==> config.mk <==
export PLATFORM = sky130hd
export DESIGN_NAME = pc_reg_3bit
export DESIGN_NICKNAME = d
export VERILOG_FILES = /design/src/rtl/pc_reg_3bit.sv
export SDC_FILE = /design/constraint.sdc
export NUM_CORES = 1
export LEC_CHECK = 0
export ABC_AREA = 1
export CORE_MARGIN = 2
export CORE_UTILIZATION = 59
export DETAILED_ROUTE_END_ITERATION = 12
export DONT_BUFFER_PORTS = 1
export PLACE_DENSITY = 0.73
export SYNTH_ARGS = -nofsm -noshare
export SYNTH_HDL_FRONTEND = slang
export SYNTH_SLANG_ARGS = --single-unit
==> constraint.sdc <==
create_clock -name clk -period 1.75 [get_ports clk]
set_clock_uncertainty 0.15 [all_clocks]
set_input_delay 0.175 -clock clk [delete_from_list [all_inputs] [get_ports clk]]
set_output_delay 0.175 -clock clk [all_outputs]
set_load 0.005 [all_outputs]
==> src/rtl/pc_reg_3bit.sv <==
// Program-counter stage for the 3-bit CPU: holds pc, offers it to fetch via valid/ready,
// and supports run/halt, jump load, wrap pulse and a saturating fetch counter.
// Optional build macro PC_WRAP_HALT_EN: an increment from pc=7 to pc=0 also enters HALT.
module pc_reg_3bit #(
    parameter logic [2:0]  RESET_PC = 3'b000,
    parameter int unsigned CNT_W    = 8
) (
    input  logic             clk,
    input  logic             rst_n,
    input  logic             start,
    input  logic             halt_req,
    input  logic             ld,
    input  logic [2:0]       ld_addr,
    input  logic [2:0]       pc_plus1,
    input  logic             fetch_ready,
    output logic [2:0]       pc,
    output logic             pc_valid,
    output logic             halted,
    output logic             wrap,
    output logic [CNT_W-1:0] fetch_cnt
);

    localparam int unsigned PC_W = 3;

    localparam logic [1:0] IDLE = 2'b00;
    localparam logic [1:0] RUN  = 2'b01;
    localparam logic [1:0] HALT = 2'b10;

    logic [1:0]       state_q;
    logic [1:0]       state_d;
    logic [PC_W-1:0]  pc_d;
    logic             wrap_d;
    logic [CNT_W-1:0] cnt_d;
    logic             transfer;

    // pc_valid mirrors RUN, so this is exactly a handshake completing this cycle
    assign transfer = pc_valid & fetch_ready;

    // State and output registers
    always_ff @(posedge clk) begin
        if (!rst_n) begin
            state_q   <= IDLE;
            pc        <= RESET_PC;
            pc_valid  <= 1'b0;
            halted    <= 1'b0;
            wrap      <= 1'b0;
            fetch_cnt <= '0;
        end else begin
            state_q   <= state_d;
            pc        <= pc_d;
            pc_valid  <= (state_d == RUN);
            halted    <= (state_d == HALT);
            wrap      <= wrap_d;
            fetch_cnt <= cnt_d;
        end
    end

    // Next-state and next-output logic; priority in RUN is halt_req > ld > increment
    always_comb begin
        state_d = state_q;
        pc_d    = pc;
        wrap_d  = 1'b0;
        cnt_d   = fetch_cnt;

        case (state_q)
            IDLE: begin
                if (start) begin
                    state_d = RUN;
                end
            end
            RUN: begin
                if (halt_req) begin
                    state_d = HALT;
                end else begin
                    if (transfer && (fetch_cnt != {CNT_W{1'b1}})) begin
                        cnt_d = fetch_cnt + CNT_W'(1);
                    end
                    if (ld) begin
                        pc_d = ld_addr;
                    end else if (transfer) begin
                        pc_d = pc_plus1;
                        if ((pc == PC_W'(7)) && (pc_plus1 == PC_W'(0))) begin
                            wrap_d = 1'b1;
`ifdef PC_WRAP_HALT_EN
                            state_d = HALT;
`else
                            state_d = RUN;
`endif
                        end
                    end
                end
            end
            HALT: begin
                if (start && !halt_req) begin
                    state_d = RUN;
                end
            end
            default: begin
                state_d = IDLE;
            end
        endcase
    end

endmodule

### Word level (Yosys, flattened, before mapping)

Index checks and enable logic that the tools add are counted.

| storage, ports and cells | value |
|---|---|
| register bits | 16 |
| bits of input ports | 12 |
| output and inout port bits | 14 |
| logic and storage cells | 38 |

| cells by class | value |
|---|---|
| add/subtract/negate cells | 1 |
| equality and inequality tests | 6 |
| mux-type cells | 10 |
| bitwise operators | 5 |
| reduce and logical (&&, ||, !) cells | 10 |

Operators by type and width:

| cell | number |
|---|---|
| $mux 2 | 6 |
| $add 8x1->8 const B | 1 |
| $ne 8x8->1 const B | 1 |
| $mux 3 | 2 |
| $pmux 2 s3 | 1 |
| $reduce_and 3->1 | 2 |
| $reduce_or 5->1 | 1 |
| $eq 2x1->1 const B | 2 |
| $eq 2x2->1 const B | 2 |
| $not 1->1 | 4 |
| $eq 3x3->1 const B | 1 |
| $logic_and 1x1->1 | 3 |
| $logic_not 3->1 | 1 |
| $logic_not 2->1 | 1 |
| $reduce_bool 2->1 | 1 |
| $and 1x1->1 | 1 |
| $logic_not 1->1 | 1 |
| $mux 1 | 1 |

### Logic depth before layout (Yosys ltp)

| logic depth | value |
|---|---|
| depth in word-level cells | 8 |
| depth in mapped cells | 8 |
| gate-level depth less buffers | 8 |

### Least setup slack after synthesis

Ideal clock, no wire load.

| timing | value |
|---|---|
| path kind | register to register |
| start point | register fetch_cnt[0] |
| end point | register fetch_cnt[4] |
| library setup time | 0.070 ns |
| data arrival time | 1.146 ns |
| required time | 1.530 ns |
| path slack | 0.384 ns |
| stages on the path, launching flop included | 9 |
| path buffers | 0 |
| clock period less this slack | 1.366 ns |
| cells stage by stage | dfxtp_1 > ha_1 > nand2_1 > clkinv_1 > nand3_4 > nand2_4 > inv_2 > nand2_1 > a21oi_1 |

| between the ends | value |
|---|---|
| word-level cells in the longest chain between the ends | 3 |
| elaborated cells on any way between the ends | 4 |
| classes of those cells | add/sub: 1; eq/ne: 1; reduce/logical: 2 |

Ends and longest elaborated chain:

| what | RTL line | RTL |
|---|---|---|
| from (decl) | 20 | `output logic [CNT_W-1:0] fetch_cnt` |
| from (signal assigned) | 54 | `fetch_cnt <= cnt_d;` |
| parallel branches: the longest is 3 deep, another holds $add 8x1->8 | -- |  |

Several ways; the timed one is not identified.
A chain may end at the register's enable or synchronous reset.

### Worst setup path in the final report

| timing | value |
|---|---|
| start point | register fetch_cnt[0] |
| end point | register fetch_cnt[7] |

Same word-level chain as after synthesis.

==> run metrics <==
Post-Synthesis Cells between 100 and 150; crit-path most repeated cell nand2_1; cell family with most CP delay simple AND/OR/NAND/NOR gates; WL final ~1700 um; power share of the combinational group 0.103; Nets 142; Pwr Density roughly 660 mW/mm2; Yosys warning count 0; Max-slew headroom 0.777; outcome completed; FILL cells ~110; sequential power share 0.615; Die W about 42 um; Lkg Pwr 0.393 nW; Resized cells post-CTS 0; Residual DRC 0; CP peak stage delay about 360 ps; Multi-input gate area 469 um2; Max Slew Vio Count 0; Critical Path Start fetch_cnt[0]; die span in y roughly 42 um; Worst EP arrival roughly 1600 ps; PortBufs 0; Root Buffer clkbuf_4; RePlAce Congestion approximately 0.88; Distinct cells, synth 24; cell breakdown of the critical path ha_1 > nand2_1 > clkinv_1 > nand3_4 > nand2_4 > inv_2 > nand2_1 > a21oi_1; Avg WL per Cell 11.6 um; fmax about 0.66 GHz; initial antenna violation count 0; placeable core area between 0.001 and 0.0015 mm2; worst skew pair latency ~270 ps; Buf+Inv Stages, Crit Path 2; Max H-tree Level 1; Yosys top cell by area dfxtp_1; critical path launch point type flip-flop; met3 usage 0.0522; Final Non-Filler Cells around 140; synth top area cells dfxtp_1 38%, nand2_1 12%, nor2_1 8.4%; Clock Tree Buf Depth 2; vias in the first global route approximately 720; crit path kind reg2reg; Congestion Overflow GR 0; die area between 0.0015 and 0.002 mm2; Setup Buffers After CTS 0; fin crit period about 1500 ps; Reg area 320 um2; most used routing layer met2; Int Pwr ~0.00049 W; met2 GRT Util 0.359; number of synthesized register bits 16; synthesized net count about 130; hold_sp ld; post-synth top area share 0.379; placed insts 131; period utilization 0.868; slowest CP cell dfxtp_1; First DRT Iteration DRCs 24; syn_area_per_cell roughly 7.3 um2; first-pass GRT wire length 2840 um; Final setup viols 0; Fin Setup TNS 0 ps; Psw 0.000149 W; CTS tree yes; FP Rows 13; GRT Overall Usage 0.211; IO Pins 26; CTS clk-pin slew, worst paths roughly 80 ps; crit end category flip-flop; vias 761; Fin. Hold Viols 0; sequential area share after synthesis 0.379; synthesized area 846 um2; max cap viols 0; met1 GRT Util 0.245; maximum VDD drop between 0.0006 and 0.0007 V; switching part of the total 0.235; antenna viol nets, final 0; layout cell share with drive strength beyond 1 0.110; Starting Density 0.642; worst r2r src fetch_cnt[0]; clock group share of total power 0.283; largest net degree at the start of global routing 10; measured slew at the worst slew-check pin 333 ps; worst endpoint required time between 1500 and 2000 ps; n_diodes 0; worst-path fanout max 7; Area growth, synth to finish 14.3%; vias per std cell between 5 and 6; hold buffer count at cts 8; # clock sinks 16; number of iterations in the first detailed-routing pass 4; RSZ-0062 raised after global routing no; Detailed Place HPWL ~1200 um; Hold Crit Class in2reg; total CTS buffers 3
==> layout make-up <==
type	count	area share
Sequential cell	16	0.331
Clock buffer	3	0.0233
Timing Repair Buffer	8	0.0828
Inverter	15	0.0582
Multi-Input combinational cell	85	0.485
Tap cell	15	0.0194
==> state kept, by name, summed over array words and instances, names as in the netlist <==
name,count
halted,1
fetch_cnt,8
pc,3
state_q,2
pc_valid,1
wrap,1
==> power groups by stage <==
stage	clock [W]	combinational [W]	sequential (W)
after floorplan	0	0.0000420	0.000397
after global placement	0	0.0000470	0.000398
after detailed placement	0	0.0000470	0.000399
after CTS	0.000190	0.0000640	0.000390
after global routing	0.000199	0.0000735	0.000391
final	0.000179	0.0000652	0.000390
==> synthesized netlist by cell type <==
cell type / instances
o21ai_1: 3
nand2_2: 1
clkinv_1: 1
nor2_1: 19
nor3_1: 4
a21oi_1: 5
nand3_1: 7
ha_1: 1
nor4b_2: 1
inv_2: 2
nand2_1: 26
o21ai_0: 6
a21oi_2: 1
xor2_1: 1
nor2_8: 1
inv_1: 12
nand4_1: 2
nand2_4: 1
nand3b_1: 1
or2_1: 1
dfxtp_1: 16
nand3_4: 2
nor2_4: 1
nand2_8: 1
==> per-stage QoR <==
step,hold WS (ps),setup slack [ps],area (um2),utilization,total power (W)
after floorplan,145,384,846,-,0.000439
after global placement,148,308,865,0.656,0.000445
after detailed placement,155,253,865,0.656,0.000446
after CTS,4.49,231,967,0.734,0.000644
after global routing,37.3,68.1,967,0.734,0.000664
final,25.1,232,967,0.734,0.000634
==> per-layer routing <==
layer | up-vias | wire [um]
li1 | 395 | -
met1 | 334 | 693
met2 | 26 | 813
met3 | 6 | 103
met4 | 0 | 41
met5 | - | 0
==> worst paths after layout <==
check            endpoint  slack [ps]  depth (start not counted)
max reg2reg  fetch_cnt[7]         230                          8
max          fetch_cnt[7]         230                          8
min                 pc[2]          30                          3
min reg2reg          wrap         400                          2
==> cells by family after synthesis <==
family                     after synthesis  synth area share
DFF                                     16             0.379
AOI/OAI and AO/OA                       15            0.0932
buffers and inverters                   15            0.0666
and+or+nand+nor                         68             0.436
adders and majority gates                1            0.0148
xor gates and xnor gates                 1            0.0104
==> placed cells by master, fill, tap and decap left out, drive strengths merged <==
cell type and instances:
a21oi 6, clkbuf 3, clkinv 1, dfxtp 16, dlygate4sd3 8, ha 1
inv 14, nand2 29, nand3 9, nand3b 1, nand4 2, nor2 21
nor3 4, nor4b 1, o21ai 9, or2 1, xor2 1
==> worst min-delay path: cells and delay by family <==
family | cells | cell delay [ps]
compound gates | 2 | 190
buf+inv | 1 | 30
Note: power is estimated with default switching activity, not from simulation.
